### src/rtl/controlador_varredura_display_pkg.sv
// Shared types and constants for the multiplexed 7-segment display scanner.
package pkg_display;

  // Scan FSM: APAGADO = dead-time with every anode off, ACESO = current digit lit
  typedef enum logic {
    APAGADO = 1'b0,
    ACESO   = 1'b1
  } estado_t;

  localparam int unsigned LARG_BCD            = 4;
  localparam int unsigned N_DIGITOS_PADRAO    = 4;
  localparam int unsigned DIV_REFRESH_PADRAO  = 50000;
  localparam int unsigned BLANK_CICLOS_PADRAO = 500;

endpackage : pkg_display

### src/rtl/controlador_varredura_display_supressor_zeros.sv
// Leading-zero blank mask: bit k set means digit k must stay dark.
module supressor_zeros
  import pkg_display::*;
#(
  parameter int unsigned N_DIGITOS = N_DIGITOS_PADRAO
) (
  input  logic [N_DIGITOS-1:0][LARG_BCD-1:0] ativo_i,
  input  logic                               supr_zeros_i,
  output logic [N_DIGITOS-1:0]               mascara_o_c
);

  logic todos_zero;

  // Walk from the most significant digit down; digit 0 is never blanked
  always_comb begin
    mascara_o_c = '0;
    todos_zero  = 1'b1;
    for (int k = N_DIGITOS - 1; k >= 1; k--) begin
      todos_zero     = todos_zero & (ativo_i[k] == '0);
      mascara_o_c[k] = supr_zeros_i & todos_zero;
    end
  end

endmodule : supressor_zeros

### src/rtl/controlador_varredura_display.sv
// Time-multiplexed scan controller for N common-anode digits sharing one BCD decoder.
module controlador_varredura_display
  import pkg_display::*;
#(
  parameter int unsigned N_DIGITOS    = N_DIGITOS_PADRAO,
  parameter int unsigned DIV_REFRESH  = DIV_REFRESH_PADRAO,
  parameter int unsigned BLANK_CICLOS = BLANK_CICLOS_PADRAO
) (
  input  logic                            clk,
  input  logic                            rst_n,
  input  logic                            carga_valid,
  output logic                            carga_ready,
  input  logic [LARG_BCD*N_DIGITOS-1:0]   dados_bcd,
  input  logic                            supr_zeros,
  output logic [LARG_BCD-1:0]             bcd_decod,
  output logic [N_DIGITOS-1:0]            anodo_n,
  output logic                            fim_quadro
);

  localparam int unsigned CNT_W = $clog2(DIV_REFRESH);
  localparam int unsigned IDX_W = $clog2(N_DIGITOS);

  typedef logic [N_DIGITOS-1:0][LARG_BCD-1:0] valor_t;

  estado_t              estado_q, estado_d;
  logic [N_DIGITOS-1:0] anodo_q, anodo_d;
  logic [CNT_W-1:0]     cnt_q, cnt_d;
  logic [IDX_W-1:0]     idx_q, idx_d;
  valor_t               sombra_q, sombra_d;
  valor_t               ativo_q, ativo_d;
  logic                 pendente_q, pendente_d;
  logic                 pronto_q, pronto_d;
  logic [LARG_BCD-1:0]  bcd_q, bcd_d;
  logic                 fim_q, fim_d;
  logic                 fim_slot;
  logic                 aceita;
  logic [N_DIGITOS-1:0] mascara;

  // Blank mask is derived from the active value only, so it is constant within a frame
  supressor_zeros #(
    .N_DIGITOS (N_DIGITOS)
  ) u_supressor (
    .ativo_i      (ativo_q),
    .supr_zeros_i (supr_zeros),
    .mascara_o_c  (mascara)
  );

  // Slot counter, digit index and the early-decoded end-of-frame pulse
  always_comb begin
    fim_slot = (cnt_q == CNT_W'(DIV_REFRESH - 1));
    cnt_d    = fim_slot ? '0 : cnt_q + CNT_W'(1);
    idx_d    = idx_q;
    if (fim_slot) begin
      idx_d = (idx_q == IDX_W'(N_DIGITOS - 1)) ? '0 : idx_q + IDX_W'(1);
    end
    fim_d = (cnt_q == CNT_W'(DIV_REFRESH - 2)) && (idx_q == IDX_W'(N_DIGITOS - 1));
  end

  // Load handshake: shadow captures, active swaps only on the frame-end edge
  always_comb begin
    aceita     = carga_valid & pronto_q;
    sombra_d   = sombra_q;
    ativo_d    = ativo_q;
    pendente_d = pendente_q;
    if (fim_q && pendente_q) begin
      ativo_d    = sombra_q;
      pendente_d = 1'b0;
    end
    if (aceita) begin
      sombra_d   = valor_t'(dados_bcd);
      pendente_d = 1'b1;
    end
    pronto_d = ~pendente_d;
    bcd_d    = ativo_d[idx_d];
  end

  // Scan FSM next state and anode pattern; pattern is latched at slot start
  always_comb begin
    estado_d = estado_q;
    anodo_d  = anodo_q;
    unique case (estado_q)
      APAGADO: begin
        if (cnt_q == CNT_W'(BLANK_CICLOS - 1)) begin
          estado_d       = ACESO;
          anodo_d        = '1;
          anodo_d[idx_q] = mascara[idx_q];
        end
      end
      ACESO: begin
        if (fim_slot) begin
          estado_d = APAGADO;
          anodo_d  = '1;
        end
      end
    endcase
  end

  // FSM state register and registered anode drive
  always_ff @(posedge clk or negedge rst_n) begin
    if (!rst_n) begin
      estado_q <= APAGADO;
      anodo_q  <= '1;
    end else begin
      estado_q <= estado_d;
      anodo_q  <= anodo_d;
    end
  end

  // Counters, value registers and remaining registered outputs
  always_ff @(posedge clk or negedge rst_n) begin
    if (!rst_n) begin
      cnt_q      <= '0;
      idx_q      <= '0;
      sombra_q   <= '0;
      ativo_q    <= '0;
      pendente_q <= 1'b0;
      pronto_q   <= 1'b1;
      bcd_q      <= '0;
      fim_q      <= 1'b0;
    end else begin
      cnt_q      <= cnt_d;
      idx_q      <= idx_d;
      sombra_q   <= sombra_d;
      ativo_q    <= ativo_d;
      pendente_q <= pendente_d;
      pronto_q   <= pronto_d;
      bcd_q      <= bcd_d;
      fim_q      <= fim_d;
    end
  end

  assign carga_ready = pronto_q;
  assign bcd_decod   = bcd_q;
  assign anodo_n     = anodo_q;
  assign fim_quadro  = fim_q;

endmodule : controlador_varredura_display

### config.mk
export PLATFORM = sky130hd
export DESIGN_NAME = controlador_varredura_display
export DESIGN_NICKNAME = d
export VERILOG_FILES = /design/src/rtl/controlador_varredura_display_pkg.sv /design/src/rtl/controlador_varredura_display_supressor_zeros.sv /design/src/rtl/controlador_varredura_display.sv
export SDC_FILE = /design/constraint.sdc
export NUM_CORES = 1
export LEC_CHECK = 0
export ABC_AREA = 0
export BUFFER_PORTS_ARGS = -buffer_cell sky130_fd_sc_hd__buf_2
export CELL_PAD_IN_SITES_DETAIL_PLACEMENT = 0
export CELL_PAD_IN_SITES_GLOBAL_PLACEMENT = 2
export CORE_UTILIZATION = 44
export CTS_CLUSTER_SIZE = 8
export DETAILED_ROUTE_END_ITERATION = 10
export GPL_ROUTABILITY_DRIVEN = 0
export PLACE_DENSITY = 0.95
export SYNTH_ARGS = -nofsm -noshare
export SYNTH_HDL_FRONTEND = slang
export SYNTH_SLANG_ARGS = --single-unit
export TNS_END_PERCENT = 10
### constraint.sdc
create_clock -name clk -period 3.6 [get_ports clk]
set_clock_uncertainty 0.15 [all_clocks]
set_input_delay 0.36 -clock clk [delete_from_list [all_inputs] [get_ports clk]]
set_output_delay 0.36 -clock clk [all_outputs]
set_load 0.005 [all_outputs]
==> flow_summary.yaml <==
synth:
  synth_fa_ha_area_share_pct: 2.42
  ys_types: 34
  synth_edf_count: 0
  ys_seq_elements: 62
  post_synth_and_or_nand_nor_area_fraction_pct: 11.1
  yosysTopAreaCell: "dfrtp_1"
  synthMuxAreaShare_pct: 24.8
  synth_common_cells: "dfrtp_1 (57), mux2_2 (32), mux4_2 (16), nor2_1 (12), nand2_1 (10)"
  synth-compound-area-share_pct: 5.52
  syn_avg_cell_area_sq_um: 12.9
  synth_top_family_by_area: "multiplexers"
  synthXorXnorAreaFrac_pct: 3.38
  yosysSeqAreaShare_pct: 50.1
  async_reset_ff_share_pct: 100
  synthTopCellsByArea: "dfrtp_1 (46%), mux2_2 (12%), mux4_2 (12%)"
  yosys.cell_count.top_type: "dfrtp_1"
  synth_top_area_share_pct: 45.9
  synth.yosys.warnings: 0
  synth-main-ff-cell: "dfrtp_1"
  synth_nets: 267
  netlist_area_sq_um: 3110
  postSynthCellCount: 241
place:
  io_buffer_count: 29
  dp_cells: 359
  placed_area_sq_um: 3350
  hpwl_um: 4220
route:
  routed_wirelength_um: 6110
  routedWlPerCell_um: 16.2
  antenna_left: 0
  dr.pass1.iters: 4
  drc: 0
  vias: 2100
  drt-initial-drc-count: 130
  vias_per_cell: 5.59
clocking:
  root_buffer: "clkbuf_8"
  tritoncts: "yes"
  h-tree-depth: 3
  numCtsBuffers: 9
  clk_pin_slew_worst_paths_ps: 80
  post_cts.repair.setup_buffers: 0
  cts.sinks: 62
  worstSkewPairLatency_ps: 350
  clock_path_buffers: 2
timing:
  maxSlewViolCount: 0
  finalSetupViolations: 0
  hold_ws_ps: 89.4
  relSlewSlack_pct: 48.8
  setup_tns_ps: 0
  worstMarginPinSlew_ps: 762
  fin_crit_sh_pct: 73.3
  rsz0062_at_grt: "no"
  fmax_ghz: 0.379
  fin_crit_ps: 2640
  hold_violations: 0
finish:
  area_delta_synth_final_pct: 15.4
  fillers: 596
  utilization_pct: 52.8
  drive_gt1_share_pct: 38.2
  design_area_sq_um: 3580
  num-nets-final: 301
  insertedDiodeCount: 0
  final-instance-count-excl-fill: 376
die:
  dieHeight_um: 86.0
  ios: 30
  die_w_um: 86.0
  start_util_pct: 45.7
  fp-row-count: 30
  core-area_sq_um: 6790
  die-area_sq_um: 7400
pwr:
  cellPowerDensity_nw_per_um2: 391
  p_leak_uw: 0.00167
  vdd_ir_drop_max_v: 0.000237
global_routing:
  grt_start_max_net_pins: 46
  grt_pass1_wl_um: 10200
  grt_remaining_overflow: 0
  grt_pass1_vias: 2028
  grt_usage_pct: 18.4
  grt_antenna_before_repair: 0
run:
  max_cap_viol_count: 0
setup_path:
  worst_setup_path_start_kind: "register"
  critPathKind: "register to register"
  cp.required_ps: 3670
  critPathMaxFanout: 10
  critPathArrivalTime_ps: 2710
  worst_setup_path_end_kind: "register"
run_status:
  status: "completed"
hold_path:
  hp-class: "primary input to register"
[critical path, stage by stage, from the launching register on]
cell	delay [ps]
dfrtp_1	420
clkinv_1	350
ha_1	740
mux4_2	570
o22ai_1	180
o22ai_1	100
[final cells by class]
type / count / area (sq um) / area share (%)
Clock buffer: 9 / 124 / 3.46
Clock inverter: 7 / 97.6 / 2.72
Inverter: 9 / 33.8 / 0.942
Multi-Input combinational cell: 160 / 1470 / 41.1
Sequential cell: 62 / 1560 / 43.5
Tap cell: 96 / 120 / 3.35
Timing Repair Buffer: 33 / 178 / 4.96
[stage by stage]
| stage | worst slack (ps) | total power (uW) |
|---|---|---|
| 2_1_floorplan | 1150 | 710 |
| 3_3_place_gp | 1060 | 734 |
| 3_5_place_dp | 928 | 735 |
| 4_1_cts | 928 | 1420 |
| 5_1_grt | 801 | 1450 |
| 6_report | 961 | 1400 |
[flip-flops by register name, indices dropped and copies added (netlist names)]
register and flops:
sombra_q 16, estado_q 1, bcd_decod 4, idx_q 2, fim_quadro 1, ativo_q 16, anodo_n 4, cnt_q 16
pendente_q 1, carga_ready 1
[what timing repair did]
item,4_1_cts,5_1_grt
hold buffers,1,0
endpoints found under the hold margin,13,0
gates resized for setup,0,0
[cell families (layout without fill, tap and decap cells)]
logic type / Yosys count / after routing
flops: 62 / 62
xor+xnor: 12 / 12
mux: 53 / 53
simple gates: 61 / 61
fa+ha+maj: 6 / 6
buf+inv: 19 / 58
compound gates: 28 / 28
[placed cells by master, fill, tap and decap left out, drive strengths merged]
cell          n
or2           1
clkinvlp      2
nand2        10
or4b          2
dlygate4sd3   1
clkbuf        9
nand3         6
inv           8
mux4         16
and3          4
xnor2         7
buf          32
or4           3
nor2         12
bufinv        2
xor2          5
a21oi         5
and4          1
nor3          7
o21ai         9
ha            6
a21o          1
o22ai         8
dfstp         5
mux2         32
clkinv        4
nor4          7
dfrtp        57
a31o          1
a221oi        4
nand4b        1
nand4         7
mux2i         5
[worst paths after layout]
path	cells past startpoint	slack, ps	end	startpoint
setup / recovery	5	960	bcd_decod[0]	idx_q[1]
hold / removal	2	90	sombra_q[2]	dados_bcd[2]
setup reg to reg	5	960	bcd_decod[0]	idx_q[1]
hold reg to reg	1	340	cnt_q[13]	cnt_q[13]
max in group asynchronous	3	2080	idx_q[0]	rst_n
min in group asynchronous	2	320	cnt_q[7]	rst_n
[report_power, final]
part / switching (uW) / internal, uW / total [uW]
clock network: 289 / 391 / 680
registers: 0 / 696 / 696
logic: 15.6 / 8.72 / 24.3
[per-layer routing]
| layer | up-vias | track usage, % | share of wire (%) |
|---|---|---|---|
| met2 | 58 | 27.6 | 47 |
| li1 | 981 | - | - |
| met1 | 1052 | 24.7 | 47 |
| met3 | 9 | 5.49 | 4.7 |
| met4 | 0 | 8.33 | 1.5 |
| met5 | - | 0 | 0 |
Note: power is estimated with default switching activity, not from simulation.
